`src/rtl/rv32_scoreboard_issue_stage_pkg.sv`:
```
// Shared types for the rv32 issue stage: buffered instruction entry, NOP encoding
// and register-index width.
package rv32_types;

  localparam int ENTRY_NUM_RS   = 3;
  localparam int ENTRY_NUM_REGS = 32;
  localparam int REG_IDX_W      = $clog2(ENTRY_NUM_REGS);

  localparam logic [31:0] RV_NOP = 32'h0000_0013;

  typedef struct packed {
    logic [31:0]                                pc;
    logic [31:0]                                instr;
    logic [ENTRY_NUM_RS-1:0][REG_IDX_W-1:0]     rs;
    logic [ENTRY_NUM_RS-1:0]                    use_rs;
    logic [REG_IDX_W-1:0]                       rd;
    logic                                       wr_rd;
  } issue_entry_t;

endpackage

```
`src/rtl/rv32_scoreboard_issue_stage_fifo.sv`:
```
// Small circular instruction buffer with flush and a registered full flag so that
// ready never depends combinationally on the consumer.
module rv32_issue_fifo #(
  parameter int WIDTH = 32,
  parameter int DEPTH = 2
) (
  input  logic             clk_i,
  input  logic             rst_i,
  input  logic             flush_i,
  input  logic             push_i,
  input  logic [WIDTH-1:0] data_i,
  output logic             ready_o,
  input  logic             pop_i,
  output logic             valid_o,
  output logic [WIDTH-1:0] data_o
);

  localparam int PW   = (DEPTH > 1) ? $clog2(DEPTH) : 1;
  localparam int CNTW = $clog2(DEPTH + 1);

  logic [WIDTH-1:0] mem_q [DEPTH];
  logic [PW-1:0]    wr_ptr_q, wr_ptr_d, rd_ptr_q, rd_ptr_d;
  logic [CNTW-1:0]  count_q, count_d;
  logic             full_q, full_d;
  logic             push_s, pop_s;

  function automatic logic [PW-1:0] ptr_inc(input logic [PW-1:0] ptr);
    if (ptr == PW'(DEPTH - 1)) begin
      return '0;
    end else begin
      return ptr + PW'(1);
    end
  endfunction

  assign push_s  = push_i && !full_q && !flush_i;
  assign pop_s   = pop_i && (count_q != '0) && !flush_i;
  assign ready_o = !full_q;
  assign valid_o = (count_q != '0);
  assign data_o  = mem_q[rd_ptr_q];

  // Pointer/occupancy next state; flush discards everything.
  always_comb begin
    wr_ptr_d = wr_ptr_q;
    rd_ptr_d = rd_ptr_q;
    count_d  = count_q;
    if (flush_i) begin
      wr_ptr_d = '0;
      rd_ptr_d = '0;
      count_d  = '0;
    end else begin
      wr_ptr_d = push_s ? ptr_inc(wr_ptr_q) : wr_ptr_q;
      rd_ptr_d = pop_s ? ptr_inc(rd_ptr_q) : rd_ptr_q;
      count_d  = count_q + CNTW'(push_s) - CNTW'(pop_s);
    end
    full_d = (count_d == CNTW'(DEPTH));
  end

  // Storage and control registers.
  always_ff @(posedge clk_i or posedge rst_i) begin
    if (rst_i) begin
      wr_ptr_q <= '0;
      rd_ptr_q <= '0;
      count_q  <= '0;
      full_q   <= 1'b0;
      for (int i = 0; i < DEPTH; i++) begin
        mem_q[i] <= '0;
      end
    end else begin
      wr_ptr_q <= wr_ptr_d;
      rd_ptr_q <= rd_ptr_d;
      count_q  <= count_d;
      full_q   <= full_d;
      if (push_s) begin
        mem_q[wr_ptr_q] <= data_i;
      end
    end
  end

endmodule

```
`src/rtl/rv32_scoreboard_issue_stage.sv`:
```
// In-order issue stage: buffers decoded instructions and issues them once every
// source is free of pending writes, tracked by per-register in-flight counters.
module rv32_scoreboard_issue_stage
  import rv32_types::*;
#(
  parameter int NUM_RS      = ENTRY_NUM_RS,
  parameter int NUM_REGS    = ENTRY_NUM_REGS,
  parameter int MAX_PENDING = 3,
  parameter int FIFO_DEPTH  = 2
) (
  input  logic                                 clk,
  input  logic                                 reset,
  input  logic                                 in_valid,
  output logic                                 in_ready,
  input  logic [31:0]                          in_pc,
  input  logic [31:0]                          in_instr,
  input  logic [NUM_RS*$clog2(NUM_REGS)-1:0]   in_rs,
  input  logic [NUM_RS-1:0]                    in_use_rs,
  input  logic [$clog2(NUM_REGS)-1:0]          in_rd,
  input  logic                                 in_wr_rd,
  input  logic                                 flush,
  output logic                                 out_valid,
  input  logic                                 out_ready,
  output logic [31:0]                          out_pc,
  output logic [31:0]                          out_instr,
  output logic [$clog2(NUM_REGS)-1:0]          out_rd,
  output logic                                 out_wr_rd,
  input  logic                                 wb_valid,
  input  logic [$clog2(NUM_REGS)-1:0]          wb_rd,
  output logic                                 hazard_stall,
  output logic                                 sb_err
);

  localparam int RW = $clog2(NUM_REGS);
  localparam int CW = $clog2(MAX_PENDING + 1);
  localparam int EW = $bits(issue_entry_t);

  issue_entry_t   in_entry_s, head_s;
  logic [EW-1:0]  head_bits_s;
  logic           head_valid_s, raw_hit_s, waw_full_s, hazard_s, issue_fire_s, kill_s;
  logic [CW:0]    step_s;

  logic [CW-1:0]  cnt_q [NUM_REGS];
  logic [CW-1:0]  cnt_d [NUM_REGS];
  logic           sb_err_q, sb_err_d;
  logic           out_valid_q, out_valid_d, out_wr_rd_q, out_wr_rd_d;
  logic [31:0]    out_pc_q, out_pc_d, out_instr_q, out_instr_d;
  logic [RW-1:0]  out_rd_q, out_rd_d;

  // Returns {underflow, next count}; a decrement below zero clamps at zero.
  function automatic logic [CW:0] cnt_step(input logic [CW-1:0] cur, input logic inc,
                                           input logic [1:0] dec);
    logic [CW:0] sum;
    sum = {1'b0, cur} + (CW+1)'(inc);
    if (sum < (CW+1)'(dec)) begin
      return {1'b1, {CW{1'b0}}};
    end else begin
      return {1'b0, CW'(sum - (CW+1)'(dec))};
    end
  endfunction

  // Pack the offered instruction into a buffer entry.
  always_comb begin
    in_entry_s        = '0;
    in_entry_s.pc     = in_pc;
    in_entry_s.instr  = in_instr;
    in_entry_s.rs     = in_rs;
    in_entry_s.use_rs = in_use_rs;
    in_entry_s.rd     = in_rd;
    in_entry_s.wr_rd  = in_wr_rd;
  end

  rv32_issue_fifo #(
    .WIDTH (EW),
    .DEPTH (FIFO_DEPTH)
  ) u_fifo (
    .clk_i   (clk),
    .rst_i   (reset),
    .flush_i (flush),
    .push_i  (in_valid),
    .data_i  (in_entry_s),
    .ready_o (in_ready),
    .pop_i   (issue_fire_s),
    .valid_o (head_valid_s),
    .data_o  (head_bits_s)
  );

  assign head_s = issue_entry_t'(head_bits_s);

  // RAW on any used non-x0 source with a pending write; WAW only when the counter is saturated.
  always_comb begin
    raw_hit_s = 1'b0;
    for (int i = 0; i < NUM_RS; i++) begin
      raw_hit_s = raw_hit_s | (head_s.use_rs[i] && (head_s.rs[i] != '0) &&
                               (cnt_q[head_s.rs[i]] != '0));
    end
    waw_full_s = head_s.wr_rd && (head_s.rd != '0) && (cnt_q[head_s.rd] == CW'(MAX_PENDING));
  end

  assign hazard_s     = head_valid_s && (raw_hit_s || waw_full_s);
  assign issue_fire_s = head_valid_s && !hazard_s && (!out_valid_q || out_ready) && !flush;
  assign kill_s       = flush && out_valid_q && out_wr_rd_q;
  assign hazard_stall = hazard_s;

  // Per-register net delta: issue increments, retire and flush-kill decrement.
  always_comb begin
    sb_err_d = sb_err_q;
    step_s   = '0;
    for (int r = 0; r < NUM_REGS; r++) begin
      step_s = cnt_step(cnt_q[r],
                        issue_fire_s && head_s.wr_rd && (head_s.rd == RW'(r)),
                        {1'b0, wb_valid && (wb_rd == RW'(r))} +
                        {1'b0, kill_s && (out_rd_q == RW'(r))});
      if (r == 0) begin
        cnt_d[r] = '0;
      end else begin
        cnt_d[r] = step_s[CW-1:0];
        sb_err_d = sb_err_d | step_s[CW];
      end
    end
  end

  // Output register: load on issue, drop on consume or flush, otherwise hold.
  always_comb begin
    out_valid_d = out_valid_q;
    out_pc_d    = out_pc_q;
    out_instr_d = out_instr_q;
    out_rd_d    = out_rd_q;
    out_wr_rd_d = out_wr_rd_q;
    if (flush) begin
      out_valid_d = 1'b0;
    end else if (issue_fire_s) begin
      out_valid_d = 1'b1;
      out_pc_d    = head_s.pc;
      out_instr_d = head_s.instr;
      out_rd_d    = head_s.rd;
      out_wr_rd_d = head_s.wr_rd;
    end else if (out_ready) begin
      out_valid_d = 1'b0;
    end else begin
      out_valid_d = out_valid_q;
    end
  end

  // State registers.
  always_ff @(posedge clk or posedge reset) begin
    if (reset) begin
      out_valid_q <= 1'b0;
      out_pc_q    <= 32'h0000_0000;
      out_instr_q <= RV_NOP;
      out_rd_q    <= '0;
      out_wr_rd_q <= 1'b0;
      sb_err_q    <= 1'b0;
      for (int r = 0; r < NUM_REGS; r++) begin
        cnt_q[r] <= '0;
      end
    end else begin
      out_valid_q <= out_valid_d;
      out_pc_q    <= out_pc_d;
      out_instr_q <= out_instr_d;
      out_rd_q    <= out_rd_d;
      out_wr_rd_q <= out_wr_rd_d;
      sb_err_q    <= sb_err_d;
      for (int r = 0; r < NUM_REGS; r++) begin
        cnt_q[r] <= cnt_d[r];
      end
    end
  end

  assign out_valid = out_valid_q;
  assign out_pc    = out_pc_q;
  assign out_instr = out_instr_q;
  assign out_rd    = out_rd_q;
  assign out_wr_rd = out_wr_rd_q;
  assign sb_err    = sb_err_q;

endmodule
```
`config.mk`:
```
export PLATFORM = sky130hd
export DESIGN_NAME = rv32_scoreboard_issue_stage
export DESIGN_NICKNAME = d
export VERILOG_FILES = /design/src/rtl/rv32_scoreboard_issue_stage_pkg.sv /design/src/rtl/rv32_scoreboard_issue_stage_fifo.sv /design/src/rtl/rv32_scoreboard_issue_stage.sv
export SDC_FILE = /design/constraint.sdc
export NUM_CORES = 1
export LEC_CHECK = 0
export CAP_MARGIN = 20
export CORE_MARGIN = 2
export CORE_UTILIZATION = 55
export CTS_BUF_LIST = sky130_fd_sc_hd__clkbuf_4
export CTS_CLUSTER_DIAMETER = 120
export CTS_CLUSTER_SIZE = 24
export DETAILED_ROUTE_END_ITERATION = 10
export GPL_TIMING_DRIVEN = 0
export PLACE_DENSITY = 0.77
export SYNTH_ARGS = -nofsm -noshare
export SYNTH_HDL_FRONTEND = slang
export SYNTH_SLANG_ARGS = --single-unit
```
`constraint.sdc`:
```
create_clock -name clk -period 16.8 [get_ports clk]
set_clock_uncertainty 0.1 [all_clocks]
set_input_delay 1.68 -clock clk [delete_from_list [all_inputs] [get_ports clk]]
set_output_delay 1.68 -clock clk [all_outputs]
set_load 0.01 [all_outputs]
```
==> flow_summary.toml <==
[worst_setup_path]
worstPathCellList = "buf_4 > buf_6 > buf_6 > buf_6 > o21ai_1 > o211ai_1 > o211ai_1 > a2111o_1 > o2111ai_2 > nor4b_4 > buf_6 > buf_6 > nor4b_2 > ha_1 > inv_1 > fa_1 > o31a_1 > nor4_1 > nand4_1 > or2_2"
cp_common_cell = "buf_6"
cp-start-kind = "flip-flop"
crit_required_ns = 17.39
critical_path_class = "flip-flop to flip-flop"
cp.arrival_ns = 6.98
crit_fanout = 10
max_stage_delay_ns = 0.86
crit_path_end_kind = "flip-flop"
slowest_stage = "o21ai_1"

[routing]
firstDrtPassIters = 5
wl_met2_mm = 20.8
drc = 0
vias = 12200
ant_nets = 0
routed_via_density = 5.66
wirelength_met1_mm = 18.4
wl_per_cell_um = 20.4
wl_mm = 44.1
wl_met3_mm = 3.38
drtIter0Drc = 793
top_layer = "met5"

[clock_tree]
clk_latency_ns = 0.76
clkSinkCount = 315
postCtsHoldBufs = 0
cts_buffers = 17
cts_setup_buffers = 0
htree_levels = 1
ctsResizeCount = 0
path_clk_slew_ns = 0.28
cts_buffer_depth = 3
root_buffer = "clkbuf_4"
cts_tree = "done"

[final_layout]
layout.cells.non_filler = 2158
area_growth_pct = 14.2
design_area_sq_um = 20600
drive_gt1_share_pct = 21.1
mostFrequentLayoutCells = "dfrtp_1 (312), mux2_2 (267), nor2_1 (186)"
fill_cells = 2574
nets = 1963
post-route-util_pct = 63.5
final_common_cell = "dfrtp_1"

[floorplan]
core-area_sq_um = 32400
pin_count = 173
rows = 66
die_w_um = 185
initial_core_util_pct = 55.6
die_area_sq_um = 34200
fp.dieH_um = 185

[yosys]
syn-num-nets = 1770
synth_flop_cell = "dfrtp_1"
yosys_warnings = 0
synth-seq-cells = 315
synthDominantCellAreaShare_pct = 43.4
synth-edff-count = 0
avgSynthCellArea_sq_um = 11.9
synthTopCellsByArea = "dfrtp_1 (43%), mux2_2 (17%), ha_1 (8.8%)"
yosys.area.top_type = "dfrtp_1"
async_flop_share_pct = 100
synth_cell_types = 71
netlist_instances = 1514
ys_seq_area_share_pct = 43.8
synth.cell_area_sq_um = 18000

[timing]
hold_viol = 0
rsz0062_at_grt = "false"
setup_tns_ns = 0
slew_headroom_pct = 25.9
min_period_over_period_pct = 38.0
max_freq_ghz = 0.156
finalSetupViolations = 0
whs_ns = 0.416
fin_crit_ns = 6.39
final.setup.worst_slack_ns = 10.41
report.final.slew_viol_count = 0
tightest_slew_ns = 1.10

[job]
drv_cap = 0

[power]
clock_power_share_pct = 9.6
swShare_pct = 38.4
cellLeakagePower_nw = 8.95
intPower_mw = 1.92
fin_total_pwr_mw = 3.11
seqPwrFrac_pct = 42.3
ir_worst_vdd_mv = 0.103
p_sw_mw = 1.19
power_density_nw_per_um2 = 152
p_comb_share_pct = 48.1

[run_status]
outcome = "completed"

[global_routing]
grt_pass1_wl_mm = 69.9
grtUsageTotal_pct = 26.3
grt_max_degree = 100
grt-ovfl-total = 0
antenna_found_initial = 7
grt_pass1_vias = 12800

[placed_design]
dpl_cell_area_sq_um = 20400
dp.cells = 2130
port_buffers = 171
place_hpwl_mm = 33.5
gp_congestion = 0.947
pre_cts_ws_ns = 10.54

[hold_path]
hp-class = "flip-flop to flip-flop"
## sequential cells by signal, summed over array words and instances, names as in the netlist
name and count:
cnt_q 62, out_instr 32, out_pc 32, out_rd 5
out_valid 1, out_wr_rd 1, sb_err 1, u_fifo.count_q 2
u_fifo.full_q 1, u_fifo.mem_q 176, u_fifo.rd_ptr_q 1, u_fifo.wr_ptr_q 1
## power groups by stage
stage / registers, mW / logic, mW / clock network [mW]
global placement: 1.31 / 1.46 / 0
CTS: 1.32 / 1.50 / 0.309
finish: 1.32 / 1.50 / 0.300
floorplan: 1.31 / 0.956 / 0
global route: 1.36 / 1.62 / 0.337
detailed placement: 1.33 / 1.49 / 0
## critical path, delay by kind of cell, from the launching register on
kind / cells / cell delay (ns)
AOI/OAI and AO/OA: 6 / 2.18
and+or+nand+nor: 5 / 1.69
buffers and inverters: 7 / 1.21
adders and majority gates: 2 / 0.74
DFF: 1 / 0.42
## worst paths after layout
kind,startpoint,endpoint,slack (ns),depth (start not counted)
max,u_fifo.rd_ptr_q$_DFFE_PP0P_,sb_err$_DFF_PP0_,10.41,20
min,out_instr[12]$_DFFE_PP0P_,out_instr[12]$_DFFE_PP0P_,0.42,1
max reg2reg,u_fifo.rd_ptr_q$_DFFE_PP0P_,sb_err$_DFF_PP0_,10.41,20
min reg2reg,out_instr[12]$_DFFE_PP0P_,out_instr[12]$_DFFE_PP0P_,0.42,1
max in group asynchronous,reset,u_fifo.mem_q[125]$_DFFE_PP0P_,14.14,4
min in group asynchronous,reset,out_instr[25]$_DFFE_PP0P_,1.22,2
## logic make-up (layout without fill, tap and decap cells)
group,after synthesis,in the layout,share of synthesized area [%]
simple gates,386,386,10.9
mux,368,368,23.2
flops,315,315,43.8
fa+ha+maj,157,157,12.2
buf+inv,145,343,3.62
compound gates,109,109,4.56
xor+xnor,34,34,1.65
other cells,0,4,0
## routing by layer
metal / GRT usage [%] / vias to the layer above
li1: - / 5666
met1: 33.8 / 6101
met2: 43.8 / 348
met3: 6.86 / 95
met4: 7.75 / 10
met5: 0 / -
## synth_stat cells, drive strengths merged, types with 4 or more instances
| cell | n |
|---|---|
| nor4b | 32 |
| nor4 | 8 |
| a211o | 4 |
| nor2b | 11 |
| a31oi | 12 |
| clkbuf | 35 |
| xnor2 | 33 |
| nor2 | 186 |
| nand2 | 60 |
| nand2b | 13 |
| fa | 31 |
| nand4 | 6 |
| and2 | 26 |
| nor3 | 9 |
| ha | 126 |
| or2 | 4 |
| a21oi | 27 |
| mux2i | 50 |
| o31a | 7 |
| dfrtp | 312 |
| o311ai | 6 |
| buf | 28 |
| mux2 | 315 |
| inv | 82 |
| nor3b | 8 |
| o211ai | 8 |
| nand3 | 19 |
| o2111ai | 4 |
| o21ai | 10 |
## layout make-up
class	instances	area, sq um	area share (%)
Antenna cell	4	10.0	0.0487
Buffer	63	344	1.67
Clock buffer	22	165	0.804
Clock inverter	2	23.8	0.116
Inverter	82	315	1.53
Multi-Input combinational cell	1054	9460	46.0
Sequential cell	315	7890	38.4
Tap cell	442	553	2.69
Timing Repair Buffer	174	1790	8.73
Note: power is estimated with default switching activity, not from simulation.
